File: src/rtl/fp_add_sequencer.sv
`default_nettype none
// +----------------------------------------------------------------------------+
// | fp_add_sequencer: 4-deep operand FIFO feeding an external FP adder, with   |
// | IDLE/ISSUE/HOLD handshake. Optional FP_SEQ_SPECIAL_EN: Inf/NaN bypass.     |
// | Revision: 1.0                                                              |
// +----------------------------------------------------------------------------+
module fp_add_sequencer (
   input  logic        clk,
   input  logic        rst,
   input  logic        in_valid,
   output logic        in_ready,
   input  logic [31:0] in_a,
   input  logic [31:0] in_b,
   output logic [31:0] add_a,
   output logic [31:0] add_b,
   output logic        add_en,
   input  logic [31:0] add_sum,
   output logic        out_valid,
   input  logic        out_ready,
   output logic [31:0] out_sum,
   output logic        out_exc
);

   localparam int          DEPTH = 4;
   localparam logic [31:0] QNAN  = 32'h7FC0_0000;

   typedef enum logic [1:0] {
      IDLE  = 2'd0,
      ISSUE = 2'd1,
      HOLD  = 2'd2
   } state_t;

   state_t      state_q, state_d;
   logic [63:0] fifo_mem [DEPTH];
   logic [1:0]  wr_ptr_q, wr_ptr_d;
   logic [1:0]  rd_ptr_q, rd_ptr_d;
   logic [2:0]  count_q, count_d;
   logic [31:0] add_a_q, add_a_d;
   logic [31:0] add_b_q, add_b_d;
   logic [31:0] out_sum_q, out_sum_d;
   logic        out_exc_q, out_exc_d;
   logic        push;
   logic        pop;
   logic        special;

   // Gated by rst so nothing is accepted while reset is held.
   assign in_ready = ~rst & (count_q < 3'd4);
   assign push     = in_valid & in_ready;

`ifdef FP_SEQ_SPECIAL_EN
   assign special = (add_a_q[30:23] == 8'hFF) | (add_b_q[30:23] == 8'hFF);
`else
   assign special = 1'b0;
`endif

   always_comb begin
      state_d   = state_q;
      wr_ptr_d  = wr_ptr_q;
      rd_ptr_d  = rd_ptr_q;
      add_a_d   = add_a_q;
      add_b_d   = add_b_q;
      out_sum_d = out_sum_q;
      out_exc_d = out_exc_q;
      pop       = 1'b0;
      add_en    = 1'b0;

      case (state_q)
         IDLE: begin
            if (count_q != 3'd0) begin
               pop     = 1'b1;
               state_d = ISSUE;
            end
         end
         ISSUE: begin
            add_en    = ~special;
            out_sum_d = special ? QNAN : add_sum;
            out_exc_d = special;
            state_d   = HOLD;
         end
         HOLD: begin
            if (out_ready) begin
               if (count_q != 3'd0) begin
                  pop     = 1'b1;
                  state_d = ISSUE;
               end else begin
                  state_d = IDLE;
               end
            end
         end
         default: state_d = IDLE;
      endcase

      if (pop) begin
         {add_a_d, add_b_d} = fifo_mem[rd_ptr_q];
         rd_ptr_d           = rd_ptr_q + 2'd1;
      end
      if (push) begin
         wr_ptr_d = wr_ptr_q + 2'd1;
      end
      count_d = count_q + {2'b00, push} - {2'b00, pop};
   end

   always_ff @(posedge clk or posedge rst) begin
      if (rst) begin
         state_q   <= IDLE;
         wr_ptr_q  <= 2'd0;
         rd_ptr_q  <= 2'd0;
         count_q   <= 3'd0;
         add_a_q   <= 32'd0;
         add_b_q   <= 32'd0;
         out_sum_q <= 32'd0;
         out_exc_q <= 1'b0;
      end else begin
         state_q   <= state_d;
         wr_ptr_q  <= wr_ptr_d;
         rd_ptr_q  <= rd_ptr_d;
         count_q   <= count_d;
         add_a_q   <= add_a_d;
         add_b_q   <= add_b_d;
         out_sum_q <= out_sum_d;
         out_exc_q <= out_exc_d;
      end
   end

   // Storage needs no reset: entries are only read when count says they are live.
   always_ff @(posedge clk) begin
      if (push) begin
         fifo_mem[wr_ptr_q] <= {in_a, in_b};
      end
   end

   assign add_a     = add_a_q;
   assign add_b     = add_b_q;
   assign out_valid = (state_q == HOLD);
   assign out_sum   = out_sum_q;
   assign out_exc   = out_exc_q;

endmodule
`default_nettype wire

File: config.mk
export PLATFORM = sky130hd
export DESIGN_NAME = fp_add_sequencer
export DESIGN_NICKNAME = d
export VERILOG_FILES = /design/src/rtl/fp_add_sequencer.sv
export SDC_FILE = /design/constraint.sdc
export NUM_CORES = 1
export LEC_CHECK = 0
export CAP_MARGIN = 20
export CELL_PAD_IN_SITES_DETAIL_PLACEMENT = 1
export CELL_PAD_IN_SITES_GLOBAL_PLACEMENT = 1
export CORE_ASPECT_RATIO = 2
export CORE_MARGIN = 2
export CORE_UTILIZATION = 40
export CTS_BUF_LIST = sky130_fd_sc_hd__clkbuf_8
export DETAILED_ROUTE_END_ITERATION = 8
export GPL_TIMING_DRIVEN = 0
export PLACE_DENSITY_LB_ADDON = 0.1
export SLEW_MARGIN = 10
export SYNTH_ARGS = -nofsm -noshare
export SYNTH_HDL_FRONTEND = slang
export SYNTH_SLANG_ARGS = --single-unit
File: constraint.sdc
create_clock -name clk -period 7.81 [get_ports clk]
set_input_delay 1.562 -clock clk [delete_from_list [all_inputs] [get_ports clk]]
set_output_delay 1.562 -clock clk [all_outputs]
set_load 0.01 [all_outputs]
# After elaboration in Yosys (flattened, before gate mapping)
# Memory sizes are Yosys's and may differ from the RTL's. A register that Yosys moved wholly into a read port is not among the register bits.
# Cells that the tools add are included.
dict set report word_totals {
  mem_count 1
  input_bits 100
  ramBits 256
  output_inout_bits 100
  wordCells 31
  register_bits 41
}
dict set report classes {
  eq_ne 4
  order_cmp 1
  n_reduce_logical 3
  muxes 10
  n_bitwise 3
  n_addsub 4
}
# memory depth width read_ports rd_clocked_by_memory_dff write_ports line
set mem_list {}
lappend mem_list {fifo_mem 4 64 1 1 1 34} ;# logic [63:0] fifo_mem [DEPTH];
# op n
set ops {}
lappend ops {{2-to-1 mux 1 bit} 6}
lappend ops {{one-hot mux 2 bit (3 select lines)} 1}
lappend ops {{adder 2 x 1 -> 2 bit, second input constant} 2}
lappend ops {{2-to-1 mux 2 bit} 2}
lappend ops {{adder 3 x 1 -> 3 bit} 1}
lappend ops {{less-than comparator 3 bit, second input constant} 1}
lappend ops {{nonzero test 3 bit} 1}
lappend ops {{subtractor 3 x 1 -> 3 bit} 1}
lappend ops {{AND 1 bit} 2}
lappend ops {{equality test 2 x 1 -> 1 bit, second input constant} 1}
lappend ops {{equality test 2 bit, second input constant} 1}
lappend ops {{logical NOT 2 bit} 1}
lappend ops {{!= test 2 x 1 -> 1 bit, second input constant} 1}
lappend ops {{!= test 2 bit, second input constant} 1}
lappend ops {{one-hot mux 1 bit (2 select lines)} 1}
lappend ops {{AND reduction 2 bit} 1}
lappend ops {{NOT 1 bit} 1}

# Depth between registers and ports, before layout
dict set report logic_depth {
  depth_word 5
  ltp_mapped 10
  mapped_depth_nobuf 9
}

# Worst setup path after synthesis
# OpenSTA, ideal clock, no wires.
dict set report synth_timing {
  path_kind {in2reg}
  start {in rst}
  end {mem fifo_mem[0][0] (enable)}
  setup_time_ps 429
  cell_stages 2
  path_buffers 0
  path_slack_ps 3916
  arrival_time_ps 3465
  required_time_ps 7381
  path_cell_list {nor2_1 > and3_1}
}
dict set report synth_between {
  elab_chain_cells 5
}
# element line
set synth_rtl {}
lappend synth_rtl {{from (decl)} 9} ;# input logic rst,
lappend synth_rtl {{NOT 1 bit} 47} ;# assign in_ready = ~rst & (count_q < 3'd4);
lappend synth_rtl {{AND 1 bit} 47}
lappend synth_rtl {{AND 1 bit} 48} ;# assign push = in_valid & in_ready;
lappend synth_rtl {{2-to-1 mux 1 bit} 127} ;# if (push) begin
lappend synth_rtl {{2-to-1 mux 1 bit (not written as such)} 128} ;# fifo_mem[wr_ptr_q] <= {in_a, in_b};
lappend synth_rtl {{to (decl)} 34}
# No other way between the ends.

# Final worst setup path
dict set report layout_timing {
  start {in rst}
  end {out in_ready}
}
dict set report layout_between {
  elab_chain_cells 2
}
# element line
set layout_rtl {}
lappend layout_rtl {{NOT 1 bit} 47}
lappend layout_rtl {{AND 1 bit} 47}
lappend layout_rtl {{to (decl)} 11} ;# output logic in_ready,
# No other way between the ends.

==> implementation parameters <==
Parameter                              Value

Cells and area
  Utilization after layout ... 51.56%
  Final nets ... 944
  Post-route cell area ... 16920 µm²
  Synth-to-layout area growth ... 27.43%
  Non-filler instance count after layout ... 1311
  Register area ... 10310 µm²
  Share of post-route cells with drive strength above 1 ... 29.16%
  Area of the multi-input gates ... 2791 µm²
  Fillers ... 2957

Clock network
  CTS H-Tree Depth ... 2
  Hold Buf Count CTS ... 0
  Clock tree root driver cell ... sky130_fd_sc_hd__clkbuf_8
  CTS-repair resized insts ... 0
  Clock slew at the register clock pins of the worst setup and hold paths ... 50 ps
  Clock buffers created by TritonCTS ... 50
  Post CTS Setup Buffer Count ... 0
  Clock insertion delay at the later pin of the skew report ... 580 ps
  CTS tree ... done
  Total clock sinks ... 361
  Buffer levels on the longest clock path ... 3

Worst setup path
  Register-to-register setup slack ... 5200 ps
  Reg2Reg Depth ... 10
  Slowest stage cell, crit path ... sky130_fd_sc_hd__clkdlybuf4s50_1
  Endpoint type of the worst setup path ... output pin
  Endpoint of the worst register-to-register path ... count_q[2]
  CP Data Arrival Time ... 3000 ps
  Category of the worst setup path launch point ... input port
  Cell chain of the critical path ... clkdlybuf4s50_1 -> nor2_1 -> clkdlybuf4s50_1
  Critical path type ... input port to output pin
  Required @ worst endpoint ... 6250 ps
  Cell repeated most along the worst path ... sky130_fd_sc_hd__clkdlybuf4s50_1
  FF-to-FF Start ... state_q[1]
  Worst path depth ... 3
  Maximum fanout encountered on the critical timing path ... 6
  Largest stage delay on the critical path ... 610 ps
  Cell family with the largest share of critical-path delay ... buffers and inverters
  Buffer and inverter count on the worst path ... 2

Detailed routing
  Number of vias after detailed routing ... 6535
  DR iter-0 viols ... 266
  DR WL/cell ... 22.47 µm
  Drc violations ... 0
  Total length of routed wires ... 29.45 mm
  Antenna Violating Nets Remaining ... 0
  Avg Vias per Cell ... 4.985
  TritonRoute pass-1 iters ... 4

Logic synthesis
  Top area cells in the synthesized netlist ... sky130_fd_sc_hd__edfxtp_1 (58%), sky130_fd_sc_hd__dfrtp_1 (20%), sky130_fd_sc_hd__mux4_2 (11%)
  Gate count after technology mapping ... 582
  Area fraction of the dominant cell type after synthesis ... 57.90%
  Synthesized area divided by synthesized cell count ... 22.81 µm²
  Part of the Yosys area used for sequential elements ... 77.69%
  Cell area after synthesis ... 13280 µm²
  Yosys warning count ... 0
  Register bit total from synthesis ... 361
  Synth Net Count ... 689
  Yosys top cell by area ... sky130_fd_sc_hd__edfxtp_1
  Cell variety after synth ... 24

Global routing
  Total gr overflow ... 0
  Total GRT Usage ... 17.56%
  Antenna violations before repair ... 1
  Vias in the first global route ... 7713
  Wire length of the first global-routing pass ... 45.89 mm
  Maximum number of pins on one net before global-route repair ... 76

Min path
  Class of the most critical hold timing path ... flop to flop
  Cell depth of the worst hold path ... 1
  Hold Path Origin ... out_sum[25]
  Endpoint of the worst hold-timing path ... out_sum[25]

Power and ir drop
  Peak VDD IR ... 0.2035 mV
  Static power due to leakage ... 5.976 nW
  Power per cell area ... 368.2 nW/µm²

Timing
  Worst-case headroom to the max-slew limit ... 46.97%
  Final worst path period need ... 4563 ps
  Setup repair after global routing missed its margin ... false
  Number of failing hold endpoints at the final stage ... 0
  Upper clock frequency limit ... 219.1 MHz
  Final setup violation count ... 0
  Post-Route Setup TNS ... 0 ps
  Worst clock skew ... 18.17 ps
  Actual transition at the worst max-transition pin ... 795.5 ps
  Final Cycle Share ... 58.43%
  Slew Limit Fails ... 0

Placed design
  PortBufs ... 198
  Placer congestion estimate ... 0.6973
  DP Area ... 15950 µm²
  Detailed placement HPWL ... 19.18 mm
  Placed cells ... 1217

Floorplanning
  Core region area ... 32810 µm²
  Die extent in y ... 261.6 µm
  Die Footprint ... 34750 µm²
  Total number of placement rows ... 94
  Initial Utilization ... 40.46%
  Horizontal extent of the die ... 132.8 µm
  Number of top-level design ports ... 200

Run status
  Result of the run ... complete, no violations

Job
  Number of max-cap violations ... 0
## power by group
part,leakage (nW),internal (mW),switching [mW]
Clock,0.570,0.708,0.683
Sequential,3.54,2.46,0.189
Combinational,1.86,1.27,0.916
Total,5.98,4.44,1.79
## kinds of logic after synthesis
group / synth area share [%]
compound gates: 0.05657
other cells: 0.02825
buf+inv: 1.432
simple gates: 0.6597
mux: 19.08
xor+xnor: 0.3299
fa+ha+maj: 0.7162
flops: 77.69
## sequential cells by signal, summed over array words and instances, names as in the netlist
register,flops
state_q,2
add_a,32
count_q,3
fifo_mem,256
wr_ptr_q,2
rd_ptr_q,2
out_sum,32
add_b,32
## cell usage in the layout, fill, tap and decap left out, drive strengths merged
cell type	count
xor2	3
nor4b	1
edfxtp	256
buf	27
nor2	2
and2	1
mux2	97
bufinv	1
clkbuf	61
nor2b	2
ha	6
clkdlybuf4s50	198
mux4	64
clkinvlp	1
a21o	1
diode	1
nor3	3
conb	1
inv	30
and3	4
fa	1
clkinv	11
xnor2	2
dfrtp	105
## how the worst max path moves through the flow
stage,slack (ps),start,endpoint
final,3250,rst,in_ready
after global routing,3200,rst,in_ready
after CTS,3220,rst,in_ready
after detailed placement,3220,rst,in_ready
after global placement,1150,rst,add_b[19]
after floorplan,3490,rst,add_a[0]
## final cells by class
class	instances	share of cell area [%]
clock inverters	35	0.9688
inverters	8	0.2071
multi-input cells	188	16.50
flip-flops and latches	361	60.97
well taps	432	3.195
diodes	1	0.01479
clock buffers	58	4.718
repair buffers	203	12.48
plain buffers	25	0.9466
## through the flow
step	worst slack (ps)	hold WS, ps	power, mW
after floorplan	3487	486.4	3.937
after global placement	1155	487.8	4.852
after detailed placement	3219	495.1	4.951
after CTS	3222	508.9	6.363
after global routing	3197	526.9	6.594
final	3247	503.3	6.229
## synth_stat cells
cell type and count:
sky130_fd_sc_hd__buf_1 2, sky130_fd_sc_hd__nor2_1 1, sky130_fd_sc_hd__xnor2_1 2, sky130_fd_sc_hd__clkbuf_1 3, sky130_fd_sc_hd__buf_6 5, sky130_fd_sc_hd__and2_1 1, sky130_fd_sc_hd__nor4b_1 1, sky130_fd_sc_hd__a21o_1 1
sky130_fd_sc_hd__nor3_2 2, sky130_fd_sc_hd__fa_1 1, sky130_fd_sc_hd__inv_1 8, sky130_fd_sc_hd__nor2_2 1, sky130_fd_sc_hd__mux4_2 64, sky130_fd_sc_hd__dfrtp_1 105, sky130_fd_sc_hd__edfxtp_1 256, sky130_fd_sc_hd__nor2b_1 2
sky130_fd_sc_hd__mux2_2 97, sky130_fd_sc_hd__buf_2 11, sky130_fd_sc_hd__buf_4 4, sky130_fd_sc_hd__nor3_1 1, sky130_fd_sc_hd__and3_1 4, sky130_fd_sc_hd__ha_1 6, sky130_fd_sc_hd__conb_1 1, sky130_fd_sc_hd__xor2_1 3
## worst register-to-register path: cells and delay by family (launching register included)
family        cells  cell delay [ps]
simple gates      2              520
buf+inv           3              570
xor+xnor          2              290
fa+ha+maj         3              720
flops             1              390
## layer usage
layer | up-vias | GRT usage [%] | wire [µm]
li1 | 2838 | - | -
met1 | 3458 | 18.67 | 10530
met2 | 193 | 34.02 | 16740
met3 | 46 | 3.877 | 1512
met4 | 0 | 5.884 | 670
met5 | - | 0 | 0
Note: power is estimated with default switching activity, not from simulation.
